File: src/rtl/morse_keyer.sv
`default_nettype none
// ============================================================================
// Module      : morse_keyer
// Description : Keys a 1..4 symbol Morse pattern onto key_out with unit-based
//               mark, intra-letter space and letter-gap timing.
// Revision    : 1.0 - initial release
// ============================================================================
module morse_keyer #(
  parameter int UNIT_CYCLES = 4
) (
  input  logic       clk,
  input  logic       rst_n,
  input  logic [3:0] code,
  input  logic [1:0] len,
  input  logic       start,
  output logic       ready,
  output logic       busy,
  output logic       key_out,
  output logic       done
);

  localparam int c_cnt_w = $clog2(3 * UNIT_CYCLES + 1);
  localparam logic [c_cnt_w-1:0] c_dot  = c_cnt_w'(UNIT_CYCLES - 1);
  localparam logic [c_cnt_w-1:0] c_dash = c_cnt_w'(3 * UNIT_CYCLES - 1);
  localparam logic [c_cnt_w-1:0] c_one  = c_cnt_w'(1);

  typedef enum logic [1:0] {
    ST_IDLE  = 2'd0,
    ST_MARK  = 2'd1,
    ST_SPACE = 2'd2,
    ST_LGAP  = 2'd3
  } state_t;

  state_t             r_state;
  state_t             w_state_nxt;
  logic [c_cnt_w-1:0] r_cnt;
  logic [c_cnt_w-1:0] w_cnt_nxt;
  logic [1:0]         r_idx;
  logic [1:0]         w_idx_nxt;
  logic [3:0]         r_code;
  logic [3:0]         w_code_nxt;
  logic               w_done_nxt;
  logic               w_cnt_zero;

  assign w_cnt_zero = (r_cnt == '0);

  // The counter holds the remaining cycles minus one of the current state,
  // so each state ends on the cycle where it reads zero.
  always_comb begin
    w_state_nxt = r_state;
    w_cnt_nxt   = r_cnt;
    w_idx_nxt   = r_idx;
    w_code_nxt  = r_code;
    w_done_nxt  = 1'b0;
    case (r_state)
      ST_IDLE: begin
        if (start) begin
          w_state_nxt = ST_MARK;
          w_code_nxt  = code;
          w_idx_nxt   = len;
          w_cnt_nxt   = code[len] ? c_dash : c_dot;
        end
      end
      ST_MARK: begin
        if (w_cnt_zero) begin
          if (r_idx == 2'd0) begin
            w_state_nxt = ST_LGAP;
            w_cnt_nxt   = c_dash;
          end else begin
            w_state_nxt = ST_SPACE;
            w_cnt_nxt   = c_dot;
            w_idx_nxt   = r_idx - 2'd1;
          end
        end else begin
          w_cnt_nxt = r_cnt - c_one;
        end
      end
      ST_SPACE: begin
        if (w_cnt_zero) begin
          w_state_nxt = ST_MARK;
          w_cnt_nxt   = r_code[r_idx] ? c_dash : c_dot;
        end else begin
          w_cnt_nxt = r_cnt - c_one;
        end
      end
      ST_LGAP: begin
        if (w_cnt_zero) begin
          w_state_nxt = ST_IDLE;
          w_cnt_nxt   = '0;
          w_done_nxt  = 1'b1;
        end else begin
          w_cnt_nxt = r_cnt - c_one;
        end
      end
      default: begin
        w_state_nxt = ST_IDLE;
        w_cnt_nxt   = '0;
      end
    endcase
  end

  // Outputs are decoded from the next state so they align with it.
  always_ff @(posedge clk or negedge rst_n) begin
    if (!rst_n) begin
      r_state <= ST_IDLE;
      r_cnt   <= '0;
      r_idx   <= 2'd0;
      r_code  <= 4'd0;
      key_out <= 1'b0;
      done    <= 1'b0;
      busy    <= 1'b0;
      ready   <= 1'b1;
    end else begin
      r_state <= w_state_nxt;
      r_cnt   <= w_cnt_nxt;
      r_idx   <= w_idx_nxt;
      r_code  <= w_code_nxt;
      key_out <= (w_state_nxt == ST_MARK);
      done    <= w_done_nxt;
      busy    <= (w_state_nxt != ST_IDLE);
      ready   <= (w_state_nxt == ST_IDLE);
    end
  end

endmodule
`default_nettype wire

File: config.mk
export PLATFORM = sky130hd
export DESIGN_NAME = morse_keyer
export DESIGN_NICKNAME = d
export VERILOG_FILES = /design/src/rtl/morse_keyer.sv
export SDC_FILE = /design/constraint.sdc
export NUM_CORES = 1
export LEC_CHECK = 0
export ABC_AREA = 1
export CAP_MARGIN = 30
export CORE_MARGIN = 3
export CORE_UTILIZATION = 28
export DETAILED_ROUTE_END_ITERATION = 7
export MAX_ROUTING_LAYER = met4
export PLACE_DENSITY = 0.58
export SLEW_MARGIN = 10
export SYNTH_ARGS = -nofsm -noshare
export SYNTH_HDL_FRONTEND = slang
export SYNTH_SLANG_ARGS = --single-unit
File: constraint.sdc
create_clock -name clk -period 3 [get_ports clk]
set_input_delay 0.6 -clock clk [delete_from_list [all_inputs] [get_ports clk]]
set_output_delay 0.6 -clock clk [all_outputs]
set_load 0.02 [all_outputs]
# [Word level (Yosys, flattened, before mapping)]
# Index checks and enable logic that the tools add are counted.
[classes] n_addsub=2 order_cmp=2 eq_ne=7 n_mux=24 n_reduce_logical=8
[ops] cell="$mux W4" n=7
[ops] cell="$pmux W4 S4" n=1
[ops] cell="$mux W2" n=7
[ops] cell="$pmux W2 S4" n=1
[ops] cell="$logic_not A2 Y1" n=3
[ops] cell="$lt A2 B3 Y1 const B" n=2
[ops] cell="$ne A2 B2 Y1 const B" n=3
[ops] cell="$mux W1" n=5
[ops] cell="$bmux W1 S2" n=2
[ops] cell="$eq A2 B1 Y1 const B" n=2
[ops] cell="$eq A2 B2 Y1 const B" n=2
[ops] cell="$logic_not A4 Y1" n=1
[ops] cell="$pmux W2 S2" n=1
[ops] cell="$reduce_and A4 Y1" n=1
[ops] cell="$reduce_bool A2 Y1" n=2
[ops] cell="$sub A4 B1 Y4 const B" n=1
[ops] cell="$reduce_and A2 Y1" n=1
[ops] cell="$sub A2 B1 Y2 const B" n=1
[word_totals] regBits=16 inputBits=9 out_inout_bits=4 elab_cells=51

# [Depth between registers and ports, before layout]
# Gate-level depths: netlist of run 1.
[logic_depth] word_depth=5 depth_mapped=9 ltp_nobuf=9

# [Worst setup path after synthesis of run 1]
# No wires, ideal clock.
[synth_path] path_kind="register to register" start="register r_cnt[0]" end="register r_idx[1]" setup_time_ps=123 t_arrival_ps=1091 slack_ps=1785 stages_incl_launch_ff=9 n_path_buf=0 period_less_slack_ps=1215 path_cell_list="dfrtp_1 nor2_2 nand2_2 nor2_8 nand2_2 nor2_2 nor2_1 nand2_1 o21ai_2"
[synth_between] elab_chain_len=3
[synth_lines] item="from (decl)" line="36" text="logic [c_cnt_w-1:0] r_cnt;"
[synth_lines] item="from (signal assigned)" line="115" text="r_cnt <= w_cnt_nxt;"
[synth_lines] item="$logic_not A4 Y1" line="45" text="assign w_cnt_zero = (r_cnt == '0);"
[synth_lines] item="$ne A2 B2 Y1 (no source line)"
[synth_lines] item="$reduce_and A4 Y1 (no source line)"
[synth_lines] item="to (signal assigned)" line="116" text="r_idx <= w_idx_nxt;"
[synth_lines] item="to (decl)" line="38" text="logic [1:0] r_idx;"
# No other way between the ends.
# A chain may end at the register's enable or synchronous reset.

# [Worst setup path after layout of run 1]
[layout_path] start="register ready" end="output ready"
[layout_rtl] item="from (decl)" line="16" text="output logic ready,"
[layout_rtl] item="from (signal assigned)" line="121" text="ready <= (w_state_nxt == ST_IDLE);"
# No word-level cell between the ends.

==> results of run 1 <==
## per-layer routing
layer	track usage (%)	up-vias
met5	-	-
met4	2.79	0
met3	3.83	4
met2	16.8	16
met1	13.5	309
li1	-	354
## state kept, by name (all words and copies together), names as in the netlist
name / cells
r_cnt: 4
r_code: 4
r_idx: 2
r_state: 2
busy: 1
done: 1
key_out: 1
ready: 1
## cell type report
cell class	count	area (sq um)
inverter	16	60.1
multi-input combinational	71	379
clock buffer	4	36.3
tap	31	38.8
timing repair buffer	12	120
fill	299	1770
sequential	16	402
## cells by family after synthesis
kind of cell	after synthesis	share of synthesized area [%]
flops	16	47.8
compound gates	16	11.0
simple gates	54	32.6
fa+ha+maj	1	1.49
buf+inv	16	7.14
## power groups by stage
stage	clock network, uW	registers, uW	logic [uW]
floorplan	0	392	351
global placement	0	384	474
detailed placement	0	385	484
CTS	155	380	485
global route	164	393	549
finish	147	381	479
## tightest hold or removal path: cells and delay by family (launching register included)
kind | cells | cell delay [ns]
flops | 1 | 0.36
simple gates | 2 | 0.10
## final timing paths
kind                            depth (start not counted)       from  slack (ns)   endpoint
worst min register to register                          2  r_code[2]        0.50  r_code[2]
min in group asynchronous                               1      rst_n        0.74   r_cnt[1]
worst min-delay path                                    2  r_code[2]        0.50  r_code[2]
worst max register to register                          8   r_cnt[0]        1.61   r_idx[1]
worst max-delay path                                    1      ready        0.99      ready
max in group asynchronous                               1      rst_n        1.79  r_code[0]
## per-stage QoR
stage               utilization, %  worst slack, ns  instance area, sq um  hold slack [ns]
floorplan                        -             1.79                   841            0.304
global placement              35.6             1.27                  1000            0.483
detailed placement            35.6             1.20                  1000            0.475
CTS                           36.9            0.965                  1040            0.497
global route                  36.9            0.947                  1040            0.514
finish                        36.9            0.988                  1040            0.498
## layout by cell type, fill, tap and decap left out
cell / count
sky130_fd_sc_hd__o21ai_0: 8
sky130_fd_sc_hd__inv_2: 2
sky130_fd_sc_hd__nand2_1: 33
sky130_fd_sc_hd__clkbuf_4: 3
sky130_fd_sc_hd__nor2_2: 3
sky130_fd_sc_hd__nor2_1: 5
sky130_fd_sc_hd__o21ai_2: 2
sky130_fd_sc_hd__nand3_2: 1
sky130_fd_sc_hd__o211ai_1: 1
sky130_fd_sc_hd__clkbuf_8: 1
sky130_fd_sc_hd__nand2_2: 2
sky130_fd_sc_hd__inv_1: 14
sky130_fd_sc_hd__a21oi_1: 3
sky130_fd_sc_hd__clkdlybuf4s50_1: 12
sky130_fd_sc_hd__o22ai_1: 1
sky130_fd_sc_hd__a31oi_1: 1
sky130_fd_sc_hd__dfrtp_1: 15
sky130_fd_sc_hd__nand3_1: 5
sky130_fd_sc_hd__nor2_8: 1
sky130_fd_sc_hd__nor2_4: 4
sky130_fd_sc_hd__dfstp_2: 1
sky130_fd_sc_hd__ha_1: 1
==> summary.log, run 1 <==
[routing] routed wire length 1580 um
[setup_path] Crit Path Max Fanout 1
[routing] number of design rule violations left after detail routing 0
[routing] length of routed met3 wiring 97 um
[global_routing] wire length of the first global-routing pass 2860 um
[sta] RSZ-0062 raised after global routing false
[hold_path] worst hold path type reg2reg
[sta] fraction of the cycle the final worst path needs 67.1%
[sta] max-slew violation count 0
[setup_path] cell family contributing the most delay on the critical path buffers and inverters
[global_routing] maximum number of pins on one net before global-route repair 17
[floorplanning] standard-cell row count 19
[placed_design] count of buffers inserted at the top-level ports 12
[pwr] internal power component 572 uW
[setup_path] required time at the worst-slack endpoint 2.40 ns
[floorplanning] initial core utilization 30.0%
[setup_path] Crit-path slowest cell sky130_fd_sc_hd__clkdlybuf4s50_1
[layout] number of nets in the finished design 130
[yosys] register bit total from synthesis 16
[layout] Layout Cells excl Fill 150
[routing] sum of met2 wire segment lengths after detailed routing 727 um
[pwr] Lkg Pwr 0.000506 uW
[setup_path] largest stage delay on the critical path 0.59 ns
[routing] Routed wire per std cell 10.5 um
[sta] Final Hold Vio Count 0
[routing] Avg Vias per Cell 4.55
[status] run status completed
[setup_path] critical setup path kind reg2out
[sta] maximum clock skew at final layout 0.00652 ns
[sta] maximum operating frequency 497 MHz
[clock_network] CTS Buf Count 3
[floorplanning] floorplan die area 3700 sq um
[yosys] number of nets produced by synthesis 113
[global_routing] number of global-route vias before repair 668
[pwr] logic gate share of total power 47.6%
[flow_run] MaxCap Viol Count 0
[setup_path] CP Capture Type output port
[yosys] count of flip-flops with a built-in enable after synthesis 0
[layout] share of layout cells above drive strength 1 16.8%
[pwr] clock share of power 14.6%
[yosys] biggest area contributors in the synthesized netlist sky130_fd_sc_hd__dfrtp_1 45%, sky130_fd_sc_hd__nand2_1 15%, sky130_fd_sc_hd__inv_1 6.3%
[yosys] cell accounting for the most synthesized area sky130_fd_sc_hd__dfrtp_1
[clock_network] later-pin clock latency in the skew report 0.30 ns
[global_routing] number of antenna violations at the first check in global routing 0
[clock_network] total number of clock tree sinks 16
[clock_network] CTS Root Cell sky130_fd_sc_hd__clkbuf_4
[yosys] Synth warnings 0
[placed_design] Final HPWL DP 1240 um
[yosys] proportion of netlist area held by the largest area contributor 44.6%
[clock_network] setup bufs post-CTS 0
[yosys] cell types with the highest counts after synthesis 33 x sky130_fd_sc_hd__nand2_1, 15 x sky130_fd_sc_hd__dfrtp_1, 14 x sky130_fd_sc_hd__inv_1
[pwr] Switching Power 434 uW
[routing] post-detailed-route count of antenna-violating nets 0
[floorplanning] number of top-level pins 13
[clock_network] count of hold-fix buffers inserted at cts 0
[global_routing] global route total overflow 0
[pwr] power share of the sequential group 37.8%
[pwr] worst-case vdd ir drop 0.311 mV
[sta] max-slew headroom at the worst pin 49.7%
[placed_design] GPL Wtd Cong 0.763
[yosys] number of distinct library cell variants in the gate-level netlist after synthesis 19
[clock_network] Max Root-Sink Buffers 2
[setup_path] cells along the critical path clkdlybuf4s50_1
[floorplanning] x dimension of the die 60.8 um
[global_routing] total routing usage reported by global routing 10.9%
[yosys] Syn Area/Cell 8.16 sq um
[sta] transition time at the pin with the least slew margin 0.752 ns
[routing] Metal-1 WL 742 um
[routing] First-pass DRT Iterations 4
[clock_network] H-Tree Depth 1
[clock_network] register clock-pin slew on the reported worst setup and hold paths 0.10 ns
[floorplanning] DIE HEIGHT 60.8 um
[yosys] fraction of registers with async set/reset 100%
[routing] drt initial violations 4
[pwr] total power consumption of the routed design 1010 uW
[clock_network] clock tree from TritonCTS yes
[routing] highest routed layer met4
[sta] final critical-path required period 2.01 ns
[layout] area delta synth->final 23.2%
[setup_path] CP bufs+invs 1
[setup_path] CP Launch Type flip-flop
[pwr] fraction of power spent switching nets 43.2%
[layout] ant diodes 0
[floorplanning] area of the core 2810 sq um
[sta] final setup violation count 0
[setup_path] data arrival at the endpoint of the critical path 1.41 ns
[placed_design] placed cell count 146
[yosys] sequential element share of the synthesized area 47.8%
[yosys] area of the mapped netlist 841 sq um
[sta] Setup TNS 0 ns
[clock_network] post_cts resized 0
[yosys] most common flop cell mapped by yosys sky130_fd_sc_hd__dfrtp_1
[yosys] most common cell in the synthesized netlist sky130_fd_sc_hd__nand2_1
[routing] number of vias after detailed routing 683
[pwr] power per cell area 971 nW/um^2
[yosys] cells after synthesis 103
(Power assumes the default switching activity.)
==> run 2: changes to the inputs <==
Clock period 3 ns to 1.9 ns, I/O delays scaled along.
==> summary.log, run 2 (synthesis results as in run 1) <==
[clock_network] later-pin clock latency in the skew report 0.29 ns [was 0.30 ns]
[floorplanning] number of top-level pins 13 [unchanged]
[sta] Final Hold Vio Count 0 [unchanged]
[sta] max-slew violation count 0 [unchanged]
[sta] max-slew headroom at the worst pin 83.9% [was 49.7%]
[setup_path] launch point of the worst path ready [unchanged]
[status] run status completed [unchanged]
[global_routing] total routing usage reported by global routing 10.7% [was 10.9%]
[floorplanning] x dimension of the die 60.8 um [unchanged]
[pwr] internal power component 904 uW [was 572 uW]
[pwr] power per cell area 1520 nW/um^2 [was 971 nW/um^2]
[global_routing] maximum number of pins on one net before global-route repair 17 [unchanged]
[clock_network] setup bufs post-CTS 0 [unchanged]
[sta] final setup violation count 0 [unchanged]
[clock_network] CTS Buf Count 3 [unchanged]
[layout] area delta synth->final 24.1% [was 23.2%]
[layout] leading cell type in the layout, fill and taps excluded sky130_fd_sc_hd__nand2_1 [unchanged]
[global_routing] wire length of the first global-routing pass 2820 um [was 2860 um]
[pwr] power share of the sequential group 38.1% [was 37.8%]
[floorplanning] DIE HEIGHT 60.8 um [unchanged]
[setup_path] largest stage delay on the critical path 0.59 ns [about the same]
[global_routing] global route total overflow 0 [unchanged]
[pwr] logic gate share of total power 47.5% [was 47.6%]
[sta] fraction of the cycle the final worst path needs 93.8%
[placed_design] GPL Wtd Cong 0.756 [was 0.763]
[pwr] Lkg Pwr 0.000510 uW [was 0.000506 uW]
[layout] final core utilization 37.2% [was 36.9%]
[floorplanning] floorplan die area 3700 sq um [unchanged]
[placed_design] Final HPWL DP 1260 um [was 1240 um]
[placed_design] placed cell count 147 [was 146]
[routing] Routed wire per std cell 10.4 um [was 10.5 um]
[pwr] fraction of power spent switching nets 43.0% [was 43.2%]
[sta] RSZ-0062 raised after global routing false [unchanged]
[routing] post-detailed-route count of antenna-violating nets 0 [unchanged]
[setup_path] Worst R2R Setup Slack 0.53 ns [was 1.61 ns]
[pwr] Switching Power 681 uW [was 434 uW]
[routing] routed wire length 1570 um [was 1580 um]
[sta] transition time at the pin with the least slew margin 0.239 ns [was 0.752 ns]
[clock_network] count of hold-fix buffers inserted at cts 0 [unchanged]
[clock_network] register clock-pin slew on the reported worst setup and hold paths 0.10 ns [about the same]
[clock_network] CTS Root Cell sky130_fd_sc_hd__clkbuf_4 [unchanged]
[floorplanning] standard-cell row count 19 [unchanged]
[pwr] worst-case vdd ir drop 0.482 mV [was 0.311 mV]
[setup_path] critical setup path kind reg2out [unchanged]
[sta] setup ws final 0.117 ns [was 0.988 ns]
[hold_path] worst hold path type in2async [was reg2reg]
[setup_path] Crit-path slowest cell sky130_fd_sc_hd__clkdlybuf4s50_1 [unchanged]
[routing] drt initial violations 12 [was 4]
[routing] Avg Vias per Cell 4.58 [was 4.55]
[layout] Layout Cells excl Fill 151 [was 150]
[clock_network] post_cts resized 0 [unchanged]
[layout] share of layout cells above drive strength 1 17.5% [was 16.8%]
[pwr] clock share of power 14.4% [was 14.6%]
[placed_design] pre-CTS setup slack 0.330 ns [was 1.20 ns]
[layout] Top Registers r_cnt (4), r_code (4) [unchanged]
[sta] maximum operating frequency 561 MHz
[floorplanning] initial core utilization 30.0% [unchanged]
[setup_path] cell family contributing the most delay on the critical path buffers and inverters [unchanged]
[clock_network] H-Tree Depth 1 [unchanged]
[setup_path] cell count of the worst reg-to-reg path 8 [unchanged]
[layout] number of nets in the finished design 131 [was 130]
[layout] number of fill cells in the layout 309 [was 299]
[routing] number of vias after detailed routing 692 [was 683]
[setup_path] launch instance of the worst register-to-register path r_cnt[0] [unchanged]
[setup_path] CP Capture Type output port [unchanged]
[flow_run] MaxCap Viol Count 0 [unchanged]
[setup_path] required time at the worst-slack endpoint 1.52 ns [was 2.40 ns]
[setup_path] Crit Path Max Fanout 1 [unchanged]
[routing] First-pass DRT Iterations 4 [unchanged]
[setup_path] data arrival at the endpoint of the critical path 1.40 ns [was 1.41 ns]
[global_routing] number of antenna violations at the first check in global routing 0 [unchanged]
[floorplanning] area of the core 2810 sq um [unchanged]
[clock_network] clock tree from TritonCTS yes [unchanged]
[layout] commonest non-fill, non-tap cells in the layout 33 x sky130_fd_sc_hd__nand2_1, 15 x sky130_fd_sc_hd__dfrtp_1, 14 x sky130_fd_sc_hd__inv_1 [unchanged]
[setup_path] number of cells on the critical path 1 [unchanged]
[clock_network] total number of clock tree sinks 16 [unchanged]
[placed_design] count of buffers inserted at the top-level ports 12 [unchanged]
[sta] Setup TNS 0 ns [unchanged]
[layout] ant diodes 0 [unchanged]
[setup_path] cells along the critical path clkdlybuf4s50_1 [unchanged]
[sta] final critical-path required period 1.78 ns
[global_routing] number of global-route vias before repair 638 [was 668]
[routing] number of design rule violations left after detail routing 0 [unchanged]
[clock_network] Max Root-Sink Buffers 2 [unchanged]
[setup_path] CP Launch Type flip-flop [unchanged]
[setup_path] CP bufs+invs 1 [unchanged]
[sta] maximum clock skew at final layout 0.00442 ns [was 0.00652 ns]
## run 2: cell types whose count changed in the layout (fill, tap and decap cells not counted), sizes merged
cell  previous run  this run
buf              0         1
## run 2: path summary, 6_finish.rpt
check | endpoint
worst max-delay path | ready
worst min-delay path | r_idx[0]
worst max register to register | r_idx[1]
worst min register to register | r_code[2]
max in group asynchronous | ready
min in group clk | r_code[2]
## run 2: power by group through the flow
stage / Combinational (uW) / Clock [uW] / Sequential [uW]
finish: 752 / 229 / 604
global route: 866 / 255 / 624
CTS: 766 / 240 / 604
detailed placement: 763 / 0 / 610
global placement: 750 / 0 / 606
floorplan: 554 / 0 / 619
## run 2: final cells by class
cell class / instances / area, sq um / share of cell area (%)
repair buffers: 13 / 128 / 12.2
clock buffers: 4 / 36.3 / 3.48
flip-flops and latches: 16 / 402 / 38.5
well taps: 31 / 38.8 / 3.72
multi-input cells: 71 / 379 / 36.3
inverters: 16 / 60.1 / 5.76
## run 2: metal layers
metal	track usage (%)	wire [um]	up-vias
li1	-	-	357
met1	13.4	711	317
met2	16.2	765	16
met3	2.55	83	2
met4	4.64	11	0
met5	-	0	-
## run 2: stage by stage
step / power [uW] / cell area (sq um) / hold WS (ns)
6_report: 1590 / 1040 / 0.397
5_1_grt: 1750 / 1040 / 0.392
4_1_cts: 1610 / 1040 / 0.395
3_5_place_dp: 1370 / 1010 / 0.478
3_3_place_gp: 1360 / 1010 / 0.484
2_1_floorplan: 1170 / 841 / 0.0844
